File: src/rtl/board_mover.sv
// Player movement engine for the 4x4 board game: moves the player one cell per
// accepted command, collects the prize on the landing cell and reports the move.
module board_mover #(
  parameter logic [3:0]  START_PLACE = 4'd0,
  parameter logic [15:0] PRIZE_MAP   = 16'h0012,
  parameter bit          WRAP        = 1'b0
) (
  input  logic       clk,
  input  logic       reset,
  input  logic [1:0] direction,
  input  logic       dir_valid,
  output logic       dir_ready,
  output logic [3:0] new_place,
  output logic [3:0] prize,
  output logic       move_valid,
  output logic       blocked,
  output logic [4:0] remaining,
  output logic       done
);

  typedef enum logic [1:0] {
    IDLE   = 2'd0,
    MOVE   = 2'd1,
    REPORT = 2'd2,
    DONE   = 2'd3
  } state_t;

  function automatic logic [4:0] popcount16(input logic [15:0] v);
    logic [4:0] cnt;
    cnt = 5'd0;
    for (int i = 0; i < 16; i++) begin
      cnt = cnt + {4'd0, v[i]};
    end
    return cnt;
  endfunction

  // The start cell never holds a collectable prize.
  localparam logic [15:0] INIT_PRIZES    = PRIZE_MAP & ~(16'd1 << START_PLACE);
  localparam logic [4:0]  INIT_REMAINING = popcount16(INIT_PRIZES);
  localparam state_t      INIT_STATE     = (INIT_REMAINING == 5'd0) ? DONE : IDLE;

  state_t      state_r;
  state_t      state_n_s;
  logic [1:0]  dir_r;
  logic [15:0] prizes_r;

  logic [1:0]  row_s;
  logic [1:0]  col_s;
  logic [1:0]  row_t_s;
  logic [1:0]  col_t_s;
  logic        edge_s;
  logic        blocked_s;
  logic [3:0]  target_s;
  logic        hit_s;
  logic [3:0]  prize_val_s;

  assign row_s     = new_place[3:2];
  assign col_s     = new_place[1:0];
  assign dir_ready = (state_r == IDLE);

  // Target cell: 2-bit row/col arithmetic wraps modulo 4; clamping overrides it.
  always_comb begin
    row_t_s   = row_s;
    col_t_s   = col_s;
    edge_s    = 1'b0;
    blocked_s = 1'b0;
    target_s  = new_place;
    case (dir_r)
      2'b00: begin
        row_t_s = row_s - 2'd1;
        edge_s  = (row_s == 2'd0);
      end
      2'b01: begin
        col_t_s = col_s + 2'd1;
        edge_s  = (col_s == 2'd3);
      end
      2'b10: begin
        row_t_s = row_s + 2'd1;
        edge_s  = (row_s == 2'd3);
      end
      2'b11: begin
        col_t_s = col_s - 2'd1;
        edge_s  = (col_s == 2'd0);
      end
      default: begin
        row_t_s = row_s;
        col_t_s = col_s;
      end
    endcase
    if (edge_s && !WRAP) begin
      row_t_s   = row_s;
      col_t_s   = col_s;
      blocked_s = 1'b1;
    end else begin
      blocked_s = 1'b0;
    end
    target_s = {row_t_s, col_t_s};
  end

  assign hit_s       = prizes_r[target_s];
  assign prize_val_s = {2'd0, row_t_s} + {2'd0, col_t_s} + 4'd1;

  // Next-state decode.
  always_comb begin
    state_n_s = state_r;
    case (state_r)
      IDLE: begin
        if (dir_valid) begin
          state_n_s = MOVE;
        end else begin
          state_n_s = IDLE;
        end
      end
      MOVE: state_n_s = REPORT;
      REPORT: begin
        if (remaining == 5'd0) begin
          state_n_s = DONE;
        end else begin
          state_n_s = IDLE;
        end
      end
      DONE:    state_n_s = DONE;
      default: state_n_s = IDLE;
    endcase
  end

  // State register and done flag, which follows entry into DONE.
  always_ff @(posedge clk or posedge reset) begin
    if (reset) begin
      state_r <= INIT_STATE;
      done    <= (INIT_REMAINING == 5'd0);
    end else begin
      state_r <= state_n_s;
      done    <= (state_n_s == DONE);
    end
  end

  // Command latch: direction is captured only at the accepting edge.
  always_ff @(posedge clk or posedge reset) begin
    if (reset) begin
      dir_r <= 2'b00;
    end else if (state_r == IDLE && dir_valid) begin
      dir_r <= direction;
    end
  end

  // Move commit: position, prize bookkeeping and the report strobe.
  always_ff @(posedge clk or posedge reset) begin
    if (reset) begin
      prizes_r   <= INIT_PRIZES;
      remaining  <= INIT_REMAINING;
      new_place  <= START_PLACE;
      prize      <= 4'd0;
      blocked    <= 1'b0;
      move_valid <= 1'b0;
    end else begin
      move_valid <= (state_r == MOVE);
      if (state_r == MOVE) begin
        new_place <= target_s;
        blocked   <= blocked_s;
        if (hit_s) begin
          prize              <= prize_val_s;
          prizes_r[target_s] <= 1'b0;
          remaining          <= remaining - 5'd1;
        end else begin
          prize <= 4'd0;
        end
      end
    end
  end

endmodule

File: config.mk
export PLATFORM = sky130hd
export DESIGN_NAME = board_mover
export DESIGN_NICKNAME = d
export VERILOG_FILES = /design/src/rtl/board_mover.sv
export SDC_FILE = /design/constraint.sdc
export NUM_CORES = 1
export LEC_CHECK = 0
export ABC_CLOCK_PERIOD_IN_PS = 3000
export BUFFER_PORTS_ARGS = -buffer_cell sky130_fd_sc_hd__buf_2
export CORE_MARGIN = 2
export CORE_UTILIZATION = 40
export CTS_CLUSTER_SIZE = 10
export DETAILED_ROUTE_END_ITERATION = 8
export GPL_TIMING_DRIVEN = 0
export PLACE_DENSITY = 0.63
export SYNTH_ARGS = -nofsm -noshare
export SYNTH_HDL_FRONTEND = slang
export SYNTH_SLANG_ARGS = --single-unit
File: constraint.sdc
create_clock -name clk -period 3 [get_ports clk]
set_input_delay 0.3 -clock clk [delete_from_list [all_inputs] [get_ports clk]]
set_output_delay 0.3 -clock clk [all_outputs]
set_load 0.02 [all_outputs]
==> flow_summary.yaml, run 1 <==
status:
  outcome: "complete, but fails checks"
  violations: "setup timing"
critical_path:
  crit_type: "reg -> reg"
  cp.arrival_ns: 3.22
  cp.buffers_inverters: 3
  critPathMaxStageDelay_ns: 0.46
  endpoint_kind: "flip-flop"
  startpoint_type: "flip-flop"
  path_cells: "buf_6, ha_4, mux2i_4, or4_4, nand3_4, xor2_4, inv_2, mux4_2, o221ai_4, or2_4, buf_8, o31a_1"
  cpMaxStageDelayCell: "dfrtp_2"
  critPathTopFamily: "simple AND/OR/NAND/NOR gates"
  critPathRequiredTime_ns: 3.17
  crit_path_max_fanout: 10
timing:
  rsz0062_at_grt: "yes"
  setup_violations: 15
  slew_headroom_pct: 51.1
  fin_ws_ns: -0.0565
  post-route-min-period_ns: 3.06
  hold_viol: 0
  drv_slew: 0
  maxClockFrequency_mhz: 327
  post-route-period-util_pct: 102
  tightest_slew_ns: 0.733
  holdWs_ns: 0.137
  clock_skew_ns: 0.00907
yosys:
  yosysTopAreaCellShare_pct: 38.4
  avgSynthCellArea_um2: 10.4
  synth-async-reset-ratio_pct: 100
  synth_area_leader_cell: "dfrtp_1"
  synth_seq_cells: 35
  syn-num-nets: 214
  synth_warnings: 0
  yosysUniqueCellTypes: 57
  ys_top_cells_by_area: "dfrtp_1 (38%), o31a_1 (6.7%), ha_1 (4.8%), dfstp_2 (3.8%), nand2_1 (3.6%)"
  ys_seq_area_share_pct: 42.2
  syn_area_um2: 2090
  ys.flop_type: "dfrtp_1"
  synth_edf_count: 0
  netlist_instances: 200
detailed_routing:
  remaining_drc_errors: 0
  avgRoutedWirePerCell_um: 14.6
  firstDrtPassIters: 4
  drt-initial-drc-count: 80
  routed_wl_um: 4530
  vias_per_cell: 5.18
  ant_nets: 0
  vias: 1606
grt:
  grt_start_max_net_pins: 36
  grt_pass1_vias: 1619
  antenna_found_initial: 0
  groute.usage.overall_pct: 17.3
  grt_pass1_wl_um: 7990
  grt_overflow: 0
die:
  num_rows: 26
  die_y_um: 76.2
  io_pins: 22
  die_area_um2: 5810
  initial_core_util_pct: 41.1
  die_w_um: 76.2
  core_area_um2: 5070
clock_tree:
  path_clk_slew_ns: 0.06
  cts.hold.buffers_added: 0
  cts_sinks: 35
  cts_made_buffers: 5
  cts-root-buf: "clkbuf_8"
  cts_max_level: 2
  clockBufferDepth: 2
  cts_tree: "done"
  clock_latency_ns: 0.29
finish:
  final_layout_size_suffix_gt1_share_pct: 37.1
  fin_nets: 253
  syn2layout_area_growth_pct: 25.5
  diodes: 0
  final_cell_count_no_fill: 310
  final_util_pct: 51.6
place:
  placed_cells_incl_taps: 290
  place.gp.congestion: 0.808
  preCtsSetupSlack_ns: -0.465
  io_buffers: 20
  hpwl_um: 3120
job:
  drv_cap: 0
min_path:
  hp-class: "in -> async"
==> cell usage in the layout (no fill, tap or decap), drive strengths merged, types with 2 or more instances in the layout <==
cell     n
a211oi   2
a21o     2
a22oi    3
buf     38
clkbuf  11
dfrtp   32
dfstp    3
ha       8
inv     14
mux2     6
mux2i    6
nand2   21
nand2b   6
nand3    7
nor2     8
nor3     5
nor3b    2
nor4b    2
o21ai   13
o31a    16
or2      2
or3      4
xnor2    2
xor2     5
==> through the flow <==
step / setup TNS, ns / cell area, µm²
global route: -2.79 / 2620
detailed placement: -9.45 / 2360
global placement: -9.35 / 2360
CTS: -0.263 / 2600
finish: -0.548 / 2620
floorplan: -1.64 / 2170
==> synth_stat cells (all sizes together), types with 2 or more instances <==
cell	n
xnor2	2
mux2i	6
nand3	7
inv	14
or2	2
mux2	6
dfstp	3
dfrtp	32
clkbuf	4
nor3b	2
ha	8
nor2	8
nand2	21
o21ai	13
xor2	5
or3	4
nor3	5
nand2b	6
buf	6
a211oi	2
o31a	16
a22oi	3
nor4b	2
a21o	2
==> layout make-up <==
class | instances | area [µm²]
buffer | 8 | 55.1
clock buffer | 7 | 76.3
clock inverter | 1 | 5.00
fill | 483 | 2460
inverter | 14 | 55.1
multi-input combinational | 141 | 1240
sequential | 35 | 882
tap | 70 | 87.6
timing repair buffer | 34 | 213
==> sequential cells by signal (all words and copies together), names as in the netlist <==
signal      flops
prizes_r       16
remaining       5
new_place       4
prize           3
dir_r           2
state_r         2
blocked         1
done            1
move_valid      1
==> worst paths after layout <==
path | start | to | slack (ns) | cells after the start
min | reset | state_r[0]$_DFF_PP0_ | 0.14 | 2
max | dir_r[1]$_DFFE_PP0P_ | prizes_r[12]$_DFFE_PP0P_ | -0.06 | 12
max in group asynchronous | reset | dir_r[1]$_DFFE_PP0P_ | 2.34 | 2
min reg2reg | prizes_r[1]$_DFFE_PP1P_ | prizes_r[1]$_DFFE_PP1P_ | 0.46 | 1
max reg2reg | dir_r[1]$_DFFE_PP0P_ | prizes_r[12]$_DFFE_PP0P_ | -0.06 | 12
min in group clk | dir_valid | state_r[0]$_DFF_PP0_ | 0.24 | 2
==> timing repair <==
action                                  4_1_cts  5_1_grt
setup buffers                                14        0
pin swaps                                     7        0
endpoints found under the setup margin       24       24
gates resized for setup                      16        5
==> logic make-up (layout without fill, tap and decap cells) <==
family | count (synthesis) | count (layout) | synth area share (%)
other | 1 | 1 | 0.180
xor gates and xnor gates | 7 | 7 | 3.84
adders and majority gates | 9 | 9 | 5.76
and+or+nand+nor | 63 | 63 | 17.9
DFF | 35 | 35 | 42.2
AOI/OAI and AO/OA | 48 | 48 | 17.4
buffers and inverters | 24 | 64 | 5.40
muxes | 13 | 13 | 7.38
==> layer usage <==
layer	up-vias	global-route usage, %	share of wire (%)	wire (µm)
li1	794	-	-	-
met1	770	23.4	46	2110
met3	8	4.03	4.1	184
met4	0	6.55	1.6	72
met5	-	0	0	0
met2	34	27.1	48	2170
Power of run 1 is not shown: default switching activity piles up to over one toggle a cycle in this logic, so the estimate is an artifact.
==> run 2, diff against run 1 <==
--- a/config.mk
+++ b/config.mk
@@ -13,6 +13,7 @@
 export DETAILED_ROUTE_END_ITERATION = 8
 export GPL_TIMING_DRIVEN = 0
 export PLACE_DENSITY = 0.63
+export SKIP_CTS_REPAIR_TIMING = 1
 export SYNTH_ARGS = -nofsm -noshare
 export SYNTH_HDL_FRONTEND = slang
 export SYNTH_SLANG_ARGS = --single-unit
==> run 2 against run 1 <==
The run still ends with setup timing left; worst setup slack got worse by 0.18 ns; maximum frequency shrank 5.6%; non-clock buffer count rose by 6; final cell count increased by 1.9%; die area unchanged; critical path type unchanged; highest routed layer unchanged.
==> flow_summary.yaml, run 2 (synthesis gave the netlist of run 1 again) <==
status:
  outcome: "complete, but fails checks"
  violations: "setup timing"
grt:
  grt_pass1_wl_um: 7450
  groute.usage.overall_pct: 16.1
  grt_pass1_vias: 1529
  grt_start_max_net_pins: 36
  grt_overflow: 0
  antenna_found_initial: 0
detailed_routing:
  ant_nets: 0
  remaining_drc_errors: 0
  drt-initial-drc-count: 90
  vias: 1628
  firstDrtPassIters: 4
  routed_wl_um: 4500
  vias_per_cell: 5.15
  avgRoutedWirePerCell_um: 14.2
die:
  core_area_um2: 5070
  die_y_um: 76.2
  io_pins: 22
  initial_core_util_pct: 41.1
  die_area_um2: 5810
  die_w_um: 76.2
  num_rows: 26
critical_path:
  startpoint_type: "flip-flop"
  endpoint_kind: "flip-flop"
  cp.arrival_ns: 3.41
  crit_type: "reg -> reg"
  critPathRequiredTime_ns: 3.17
  crit_path_max_fanout: 10
finish:
  diodes: 0
  fin_nets: 259
  syn2layout_area_growth_pct: 30.2
  largest_register: "prizes_r"
  layout_common_cells: "dfrtp_1 (30), buf_2 (21), nand2_1 (20), buf_4 (18), o31a_1 (16)"
  largest_register_ffs: 16
  mostFrequentLayoutCell: "dfrtp_1"
  reg.largest.list: "prizes_r x16, remaining x5, new_place x4"
  final_layout_size_suffix_gt1_share_pct: 38.2
clock_tree:
  cts_max_level: 2
  cts_tree: "done"
  path_clk_slew_ns: 0.06
  clockBufferDepth: 2
  cts_sinks: 35
  cts_made_buffers: 5
  clock_latency_ns: 0.29
  cts-root-buf: "clkbuf_8"
place:
  io_buffers: 20
  preCtsSetupSlack_ns: -0.465
  place.gp.congestion: 0.808
  hpwl_um: 3120
timing:
  tightest_slew_ns: 0.734
  post-route-period-util_pct: 108
  clock_skew_ns: 0.00948
  rsz0062_at_grt: "yes"
  hold_viol: 0
  post-route-min-period_ns: 3.24
  fin_ws_ns: -0.237
  drv_slew: 0
  setup_violations: 24
  slew_headroom_pct: 51.0
  maxClockFrequency_mhz: 309
job:
  drv_cap: 0
min_path:
  hp-class: "in -> async"
==> run 2: final cells by class <==
class,count,area (µm²)
Tap cell,70,87.6
Multi-Input combinational cell,141,1280
Timing Repair Buffer,41,273
Clock inverter,1,5.00
Fill cell,479,2360
Clock buffer,7,76.3
Sequential cell,35,882
Buffer,7,46.3
Inverter,14,60.1
==> run 2: stage by stage <==
step / util, % / hold WS, ns / setup TNS, ns / cells / area [µm²]
after global routing: 53.5 / 0.191 / -6.47 / 316 / 2720
after global placement: 46.5 / 0.451 / -9.35 / 290 / 2360
after floorplan: - / 0.416 / -1.64 / 200 / 2170
after CTS: 48.1 / 0.228 / -9.76 / 298 / 2440
after detailed placement: 46.5 / 0.453 / -9.45 / 290 / 2360
final: 53.5 / 0.133 / -3.98 / 316 / 2720
==> run 2: final timing paths <==
kind	slack (ns)	endpoint	start	depth (start not counted)
setup / recovery	-0.24	prizes_r[12]$_DFFE_PP0P_	dir_r[0]$_DFFE_PP0P_	12
hold / removal	0.13	state_r[0]$_DFF_PP0_	reset	2
setup reg to reg	-0.24	prizes_r[12]$_DFFE_PP0P_	dir_r[0]$_DFFE_PP0P_	12
hold reg to reg	0.46	prizes_r[1]$_DFFE_PP1P_	prizes_r[1]$_DFFE_PP1P_	1
max in group asynchronous	2.35	dir_r[1]$_DFFE_PP0P_	reset	2
min in group clk	0.23	state_r[0]$_DFF_PP0_	dir_valid	2
==> run 2: worst max-delay path: stages, from the launching register on <==
cell and delay [ns]:
dfrtp_2 0.47, clkinv_4 0.12, ha_4 0.19, mux2i_4 0.18
or4_4 0.57, nand3_4 0.12, xor2_4 0.31, buf_6 0.16
mux2i_4 0.21, o22ai_2 0.12, or2_4 0.28, buf_6 0.15
o31a_1 0.24
==> run 2: per-layer routing <==
metal / share of wire, % / track usage, % / up-vias / routed length, µm
met2: 47 / 24.4 / 23 / 2090
met5: 0 / 0 / - / 0
met3: 3.0 / 3.91 / 7 / 137
met1: 49 / 22.2 / 783 / 2200
li1: - / - / 815 / -
met4: 1.5 / 6.00 / 0 / 69
Power of run 2 is left out for the same reason.
